### config.mk
export PLATFORM = sky130hd
export DESIGN_NAME = operand_demux_flat
export DESIGN_NICKNAME = d
export VERILOG_FILES = /design/src/rtl/operand_demux_if.sv /design/src/rtl/operand_demux.sv /design/src/flat_wrapper.sv
export SDC_FILE = /design/constraint.sdc
export NUM_CORES = 1
export LEC_CHECK = 0
export CAP_MARGIN = 20
export CORE_UTILIZATION = 40
export CTS_CLUSTER_SIZE = 16
export DETAILED_ROUTE_END_ITERATION = 10
export PLACE_DENSITY = 0.79
export SYNTH_ARGS = -nofsm -noshare
export SYNTH_HDL_FRONTEND = slang
export SYNTH_SLANG_ARGS = --single-unit
### constraint.sdc
create_clock -name clk -period 2.8 [get_ports clk]
set_input_delay 0.42 -clock clk [delete_from_list [all_inputs] [get_ports clk]]
set_output_delay 0.42 -clock clk [all_outputs]
set_load 0.01 [all_outputs]
### src/rtl/operand_demux_if.sv
// ---------------------------------------------------------------------------
// operand_demux_if
//   Bundles the operand input handshake and the per-lane output handshake of
//   operand_demux.
//
//   master : the environment around the demux (the operand source plus the
//            MAC lane consumers). It drives in_* and out_ready.
//   slave  : the demux itself. It drives in_ready, out_*, lane_ptr and
//            frame_done.
//
//   Signals
//     in_data    [WIDTH]        operand word
//     in_valid                  in_data valid
//     in_ready                  demux can take in_data this cycle
//     in_mode                   0 = round-robin, 1 = addressed
//     in_sel     [SEL_W]        target lane in addressed mode
//     out_data   [LANES*WIDTH]  lane k on bits [k*WIDTH +: WIDTH]
//     out_valid  [LANES]        lane k holds a word
//     out_ready  [LANES]        lane k consumer takes its word
//     lane_ptr   [SEL_W]        round-robin pointer
//     frame_done                one-cycle pulse at the end of a round-robin frame
// ---------------------------------------------------------------------------
interface operand_demux_if #(
  parameter int WIDTH = 8,
  parameter int LANES = 4
);
  localparam int SEL_W = $clog2(LANES);

  logic [WIDTH-1:0]       in_data;
  logic                   in_valid;
  logic                   in_ready;
  logic                   in_mode;
  logic [SEL_W-1:0]       in_sel;
  logic [LANES*WIDTH-1:0] out_data;
  logic [LANES-1:0]       out_valid;
  logic [LANES-1:0]       out_ready;
  logic [SEL_W-1:0]       lane_ptr;
  logic                   frame_done;

  modport master (
    output in_data, in_valid, in_mode, in_sel, out_ready,
    input  in_ready, out_data, out_valid, lane_ptr, frame_done
  );

  modport slave (
    input  in_data, in_valid, in_mode, in_sel, out_ready,
    output in_ready, out_data, out_valid, lane_ptr, frame_done
  );
endinterface

### src/rtl/operand_demux.sv
// ---------------------------------------------------------------------------
// operand_demux
//   Sequential 1-to-LANES demultiplexer at the distribution end of the operand
//   path. One WIDTH-bit word per cycle is accepted on a valid/ready input and
//   steered into one of LANES single-entry output registers feeding the MAC
//   lanes. The target lane is either the round-robin pointer (frame fill,
//   in_mode=0) or in_sel (addressed, in_mode=1).
//
//   Ports
//     clk   rising-edge clock
//     rst   asynchronous, active-high reset (clears data, valids, pointer,
//           frame_done)
//     bus   operand_demux_if.slave, carrying in_* handshake, per-lane out_*
//           handshake, lane_ptr and frame_done
// ---------------------------------------------------------------------------
module operand_demux #(
  parameter int WIDTH = 8,
  parameter int LANES = 4
) (
  input  logic            clk,
  input  logic            rst,
  operand_demux_if.slave  bus
);
  localparam int SEL_W = $clog2(LANES);
  localparam logic [SEL_W-1:0] LAST_LANE = SEL_W'(LANES - 1);

  logic [LANES*WIDTH-1:0] out_data_q,   out_data_d;
  logic [LANES-1:0]       out_valid_q,  out_valid_d;
  logic [SEL_W-1:0]       lane_ptr_q,   lane_ptr_d;
  logic                   frame_done_q, frame_done_d;

  logic [SEL_W-1:0]       tgt;
  logic                   in_ready;
  logic                   acc;

  // Ready looks only at the selected lane, never at in_valid, so the source
  // can see whether a word would be taken before committing to it. A lane
  // being drained this cycle counts as free, which gives one word per cycle
  // per lane with no bubble.
  always_comb begin
    tgt      = bus.in_mode ? bus.in_sel : lane_ptr_q;
    in_ready = ~out_valid_q[tgt] | bus.out_ready[tgt];
    acc      = bus.in_valid & in_ready;
  end

  always_comb begin
    out_data_d   = out_data_q;
    out_valid_d  = out_valid_q;
    lane_ptr_d   = lane_ptr_q;
    frame_done_d = 1'b0;

    // A load wins over a drain on the same lane: the old word leaves and the
    // new one takes its place in the same edge. A drained lane keeps its
    // last data; only the valid bit drops.
    for (int k = 0; k < LANES; k++) begin
      if (acc && (tgt == SEL_W'(k))) begin
        out_data_d[k*WIDTH +: WIDTH] = bus.in_data;
        out_valid_d[k]               = 1'b1;
      end else if (out_valid_q[k] && bus.out_ready[k]) begin
        out_valid_d[k] = 1'b0;
      end
    end

    // Addressed writes leave the pointer alone so a partially filled
    // round-robin frame can resume where it stopped.
    if (acc && !bus.in_mode) begin
      frame_done_d = (lane_ptr_q == LAST_LANE);
      lane_ptr_d   = (lane_ptr_q == LAST_LANE) ? '0 : lane_ptr_q + SEL_W'(1);
    end
  end

  always_ff @(posedge clk or posedge rst) begin
    if (rst) begin
      out_data_q   <= '0;
      out_valid_q  <= '0;
      lane_ptr_q   <= '0;
      frame_done_q <= 1'b0;
    end else begin
      out_data_q   <= out_data_d;
      out_valid_q  <= out_valid_d;
      lane_ptr_q   <= lane_ptr_d;
      frame_done_q <= frame_done_d;
    end
  end

  assign bus.in_ready   = in_ready;
  assign bus.out_data   = out_data_q;
  assign bus.out_valid  = out_valid_q;
  assign bus.lane_ptr   = lane_ptr_q;
  assign bus.frame_done = frame_done_q;
endmodule

### src/flat_wrapper.sv
// flat-port wrapper written by rule: the top's interface ports become plain ports
module operand_demux_flat 
#(
  parameter int WIDTH = 8,
  parameter int LANES = 4
)
  (clk, rst, bus_in_data, bus_in_valid, bus_in_mode, bus_in_sel, bus_out_ready, bus_in_ready, bus_out_data, bus_out_valid, bus_lane_ptr, bus_frame_done);
  operand_demux_if #(.WIDTH(WIDTH), .LANES(LANES)) bus_i ();
  input  logic clk;
  input  logic rst;
  input wire logic [$bits(bus_i.in_data)-1:0] bus_in_data;
  input wire logic [$bits(bus_i.in_valid)-1:0] bus_in_valid;
  input wire logic [$bits(bus_i.in_mode)-1:0] bus_in_mode;
  input wire logic [$bits(bus_i.in_sel)-1:0] bus_in_sel;
  input wire logic [$bits(bus_i.out_ready)-1:0] bus_out_ready;
  output wire logic [$bits(bus_i.in_ready)-1:0] bus_in_ready;
  output wire logic [$bits(bus_i.out_data)-1:0] bus_out_data;
  output wire logic [$bits(bus_i.out_valid)-1:0] bus_out_valid;
  output wire logic [$bits(bus_i.lane_ptr)-1:0] bus_lane_ptr;
  output wire logic [$bits(bus_i.frame_done)-1:0] bus_frame_done;
  assign bus_i.in_data = bus_in_data;
  assign bus_i.in_valid = bus_in_valid;
  assign bus_i.in_mode = bus_in_mode;
  assign bus_i.in_sel = bus_in_sel;
  assign bus_i.out_ready = bus_out_ready;
  assign bus_in_ready = bus_i.in_ready;
  assign bus_out_data = bus_i.out_data;
  assign bus_out_valid = bus_i.out_valid;
  assign bus_lane_ptr = bus_i.lane_ptr;
  assign bus_frame_done = bus_i.frame_done;
  operand_demux #(.WIDTH(WIDTH), .LANES(LANES)) u_core (.clk(clk), .rst(rst), .bus(bus_i));
endmodule
# After elaboration in Yosys (flattened, before gate mapping)
# Index checks and enable logic that the tools add are counted.
[word_totals]
register_bits = 39
[classes]
n_lt_le_gt_ge = 1
mux = 15
n_reduce_logical = 15
bitwise_logic = 3
n_eq_ne = 4
n_addsub = 1
[ops]
columns = ["cell", "n"]
rows = [
  ["1-bit two-way mux", 11],
  ["1-bit logical AND", 9],
  ["2-bit nonzero test", 4],
  ["2-bit equality test (second input constant)", 3],
  ["1-bit binary-select mux with 2-bit select", 2],
  ["2-bit two-way mux", 2],
  ["2-bit by 3-bit < comparator with 1-bit output (second input constant)", 1],
  ["2-bit by 1-bit adder with 2-bit output (second input constant)", 1],
  ["2-bit by 1-bit equality test with 1-bit output (second input constant)", 1],
  ["2-bit logical NOT", 1],
  ["1-bit bitwise AND", 1],
  ["1-bit logical NOT", 1],
  ["1-bit inverter", 1],
  ["1-bit bitwise OR", 1],
]

# Longest topological paths before layout
[depth]
depth_word = 8
ltp_mapped = 5
depth_no_buf = 4

# Least setup slack after synthesis
# OpenSTA, ideal clock, no wires.
[synth_path]
path_type = "register to output"
startpoint = "register u_core.lane_ptr_q[1] (netlist: u_core.bus.lane_ptr[1])"
endpoint = "output bus_in_ready"
arrival_ps = 1290
slack_ps = 1090
path_stages_with_launch = 5
required_ps = 2380
cell_sequence = "dfrtp_1 mux2i_2 mux2i_1 nand2_1 o21ai_0"
[synth_between]
elab_chain_len = 5
[synth_rtl]
columns = ["item", "line", "rtl"]
rows = [
  ["start: declaration", "operand_demux.sv:29", "logic [SEL_W-1:0] lane_ptr_q, lane_ptr_d;"],
  ["start signal: assignment", "operand_demux.sv:81", "lane_ptr_q <= lane_ptr_d;"],
  ["2-bit two-way mux *", "operand_demux.sv:41", "tgt = bus.in_mode ? bus.in_sel : lane_ptr_q;"],
  ["1-bit binary-select mux with 2-bit select", "operand_demux.sv:42", "in_ready = ~out_valid_q[tgt] | bus.out_ready[tgt];"],
  ["1-bit two-way mux (not written as such)", "operand_demux.sv:42", ""],
  ["1-bit inverter", "operand_demux.sv:42", ""],
  ["1-bit bitwise OR *", "operand_demux.sv:42", ""],
  ["end: declaration", "flat_wrapper.sv:16", "output wire logic [$bits(bus_i.in_ready)-1:0] bus_in_ready;"],
]
# Every way passes the cells marked *; elsewhere a longest branch is shown, timed or not. The select of a mux whose other input is x is not followed.

# Worst setup path in the final report
[layout_path]
startpoint = "input bus_in_mode"
endpoint = "output bus_in_ready"
[layout_between]
elab_chain_len = 5
[layout_rtl]
columns = ["item", "line", "rtl"]
rows = [
  ["start: declaration", "flat_wrapper.sv:13", "input wire logic [$bits(bus_i.in_mode)-1:0] bus_in_mode;"],
  ["2-bit two-way mux *", "operand_demux.sv:41", ""],
  ["1-bit binary-select mux with 2-bit select", "operand_demux.sv:42", ""],
  ["1-bit two-way mux (not written as such)", "operand_demux.sv:42", ""],
  ["1-bit inverter", "operand_demux.sv:42", ""],
  ["1-bit bitwise OR *", "operand_demux.sv:42", ""],
]
# Marked as above.

==> flow_summary.yaml <==
status:
  status: "finished, final reports clean"
synthesis:
  yosys.area_share.simple: 0.0838
  synth_edf_count: 0
  syn_area_mm2: 0.00160
  synth_nets: 123
  synth-compound-area-share: 0.0235
  yosys_warnings: 0
  synthMuxAreaShare: 0.269
  postSynth.asyncResetShare: 1.00
  synth-seq-area-share: 0.611
  synth_top_area_frac: 0.611
  yosysTopAreaCell: "dfrtp_1"
  synthAdderAreaFrac: 0.00783
  ys_ff_latch: 39
  synth_commonest_cells: "39 x dfrtp_1, 33 x mux2_2, 5 x nand2b_1, 4 x nand2_1"
  synth.distinct_cells: 21
  yosysMostFrequentCell: "dfrtp_1"
  synth_top_family_by_area: "multiplexers"
  synth_xor_area_frac: 0
  synth_ff_type: "dfrtp_1"
  syn-mean-instance-area_um2: 15.4
  synth_area_leaders: "dfrtp_1 61%, mux2_2 23%, nand2b_1 2.0%"
  synth_cells: 104
sta:
  worstMarginPinSlew_ps: 469
  relSlewSlack: 0.687
  period_needed_ps: 2670
  fmax_mhz: 374
  setup_ws_ps: 128
  finalHoldViolCount: 0
  tns_ps: 0
  setup_violations: 0
  rsz0062_at_grt: "false"
  finClkSkew_ps: 4.79
  final_max_slew_viol_count: 0
  whs_ps: 509
  period_share: 0.954
floorplan:
  dieArea_mm2: 0.00425
  core_area_mm2: 0.00374
  initial_core_util: 0.427
  fp.dieH_um: 65.2
  rows: 22
  io_pins: 58
  die_w_um: 65.2
power:
  leakage_nw: 1.01
  p_seq_frac: 0.390
  combPwrFrac: 0.462
  p_sw_mw: 0.778
  p_per_area_mw_per_mm2: 1090
  swShare: 0.303
  ir_drop_uv: 546
  intPower_mw: 1.79
  p_clk_frac: 0.148
setup_path:
  cp.arrival_ps: 2250
  worstSetupStartpoint: "bus_in_mode"
  worstReg2RegEnd: "u_core.bus.out_data[10]$_DFFE_PP0P_"
  cp_max_fo: 3
  r2r_start: "u_core.bus.lane_ptr[1]$_DFFE_PP0P_"
  required_ps: 2380
  endpoint_kind: "primary output"
  start_kind: "input pin"
  critical_path_class: "in2out"
  reg2reg_depth: 4
  crit_path_end: "bus_in_ready"
  r2r_slack_ps: 1010
placement:
  dp.cells: 213
  dpl_worst_slack_ps: 110
  portBuffers: 57
  gp_congestion: 0.821
  hpwl_mm: 2.49
routing:
  routed_via_density: 5.03
  detail_route.first_pass.iterations: 4
  routed_wl_mm: 3.45
  route.detailed.wl_per_inst_um: 15.6
  drc: 0
  dr_total_vias: 1112
  drtIter0Drc: 55
  postRouteAntennaNets: 0
final_layout:
  syn2layout_area_growth_pct: 47.5
  final_core_util: 0.630
  drive_above_1_share: 0.301
  n_antenna_cell: 0
  fillCellCount: 317
  fin_cells: 221
  finalNetCount: 191
clock_network:
  postCtsResizedCells: 0
  cts_sinks: 39
  cts_max_level: 2
  cts_hold_buf: 0
  post_cts_buffers: 0
  clk_latency_ps: 280
  cts_tree: "built"
  cts_buffers: 5
  clk_pin_slew_ps: 70
  cts.path.max_buffers: 2
  clockRootBuffer: "clkbuf_8"
hold_path:
  hp-class: "reg2reg"
global_route:
  grt_pass1_wl_mm: 5.84
  track_usage: 0.183
  grt_antenna_before_repair: 0
  grt_pass1_vias: 1270
  grt_max_degree: 40
  grt-ovfl-total: 0
job:
  maxCapViolations: 0
[logic make-up after synthesis]
| family | after synthesis |
|---|---|
| AO/OA/AOI/OAI | 4 |
| buffers and inverters | 2 |
| multiplexers | 38 |
| flip-flops | 39 |
| AND/OR/NAND/NOR | 20 |
| adder cells (fa/ha/maj) | 1 |
[flip-flops by register name (all words and copies together) (netlist names)]
| register | count |
|---|---|
| u_core.bus.lane_ptr | 2 |
| u_core.bus.out_data | 32 |
| u_core.bus.out_valid | 4 |
| u_core.bus.frame_done | 1 |
[through the flow]
stage                     instance area (um^2)  total power, mW
after global placement                    2260             2.16
final                                     2360             2.57
after detailed placement                  2260             2.20
after CTS                                 2360             2.60
after global routing                      2360             2.73
after floorplan                           1600             1.50
[power groups by stage]
stage               logic (mW)  registers (mW)  clock network [mW]
finish                    1.19            1.00               0.380
detailed placement        1.19            1.01                   0
floorplan                0.384            1.11                   0
global placement          1.17           0.991                   0
CTS                       1.20            1.01               0.391
global route              1.27            1.04               0.418
[metal layers]
metal	up-vias	share of wire	global-route usage	wire, um
li1	509	-	-	-
met1	555	0.41	0.216	1420
met2	48	0.50	0.318	1730
met3	0	0.086	0.0747	298
met4	0	0	0.0245	0
met5	-	0	0	0
[worst min-delay path by stage]
stage,startpoint,endpoint,cells after the start
floorplan,u_core.bus.out_data[16]$_DFFE_PP0P_,u_core.bus.out_data[16]$_DFFE_PP0P_,1
finish,u_core.bus.out_data[24]$_DFFE_PP0P_,u_core.bus.out_data[24]$_DFFE_PP0P_,1
global route,u_core.bus.out_data[27]$_DFFE_PP0P_,u_core.bus.out_data[27]$_DFFE_PP0P_,1
CTS,u_core.bus.out_data[24]$_DFFE_PP0P_,u_core.bus.out_data[24]$_DFFE_PP0P_,1
global placement,u_core.bus.out_data[24]$_DFFE_PP0P_,u_core.bus.out_data[24]$_DFFE_PP0P_,1
detailed placement,u_core.bus.out_data[15]$_DFFE_PP0P_,u_core.bus.out_data[15]$_DFFE_PP0P_,1
[worst max-delay path: stages]
cell and delay [ps]:
clkdlybuf4s50_1 510, mux2i_2 320, mux2i_1 290, nand2_1 70, o21ai_0 80, clkdlybuf4s50_1 560
[layout by cell type, fill, tap and decap left out, types with 2 or more instances in the layout]
cell and instances:
mux2i_1 3, buf_4 5, nor2_1 3, nand4_2 2, dfrtp_1 39, nand2_1 4
mux2_2 33, clkbuf_8 6, nand2b_1 5, clkdlybuf4s50_1 57, nor2b_1 2
[area by class of cell]
class	instances	area, um^2	area share
Clock buffer	7	86.3	0.0366
Timing Repair Buffer	62	608	0.258
Sequential cell	39	976	0.414
Tap cell	48	60.1	0.0255
Inverter	1	3.75	0.00159
Clock inverter	1	8.76	0.00372
Multi-Input combinational cell	63	614	0.261
(Power assumes the default switching activity.)
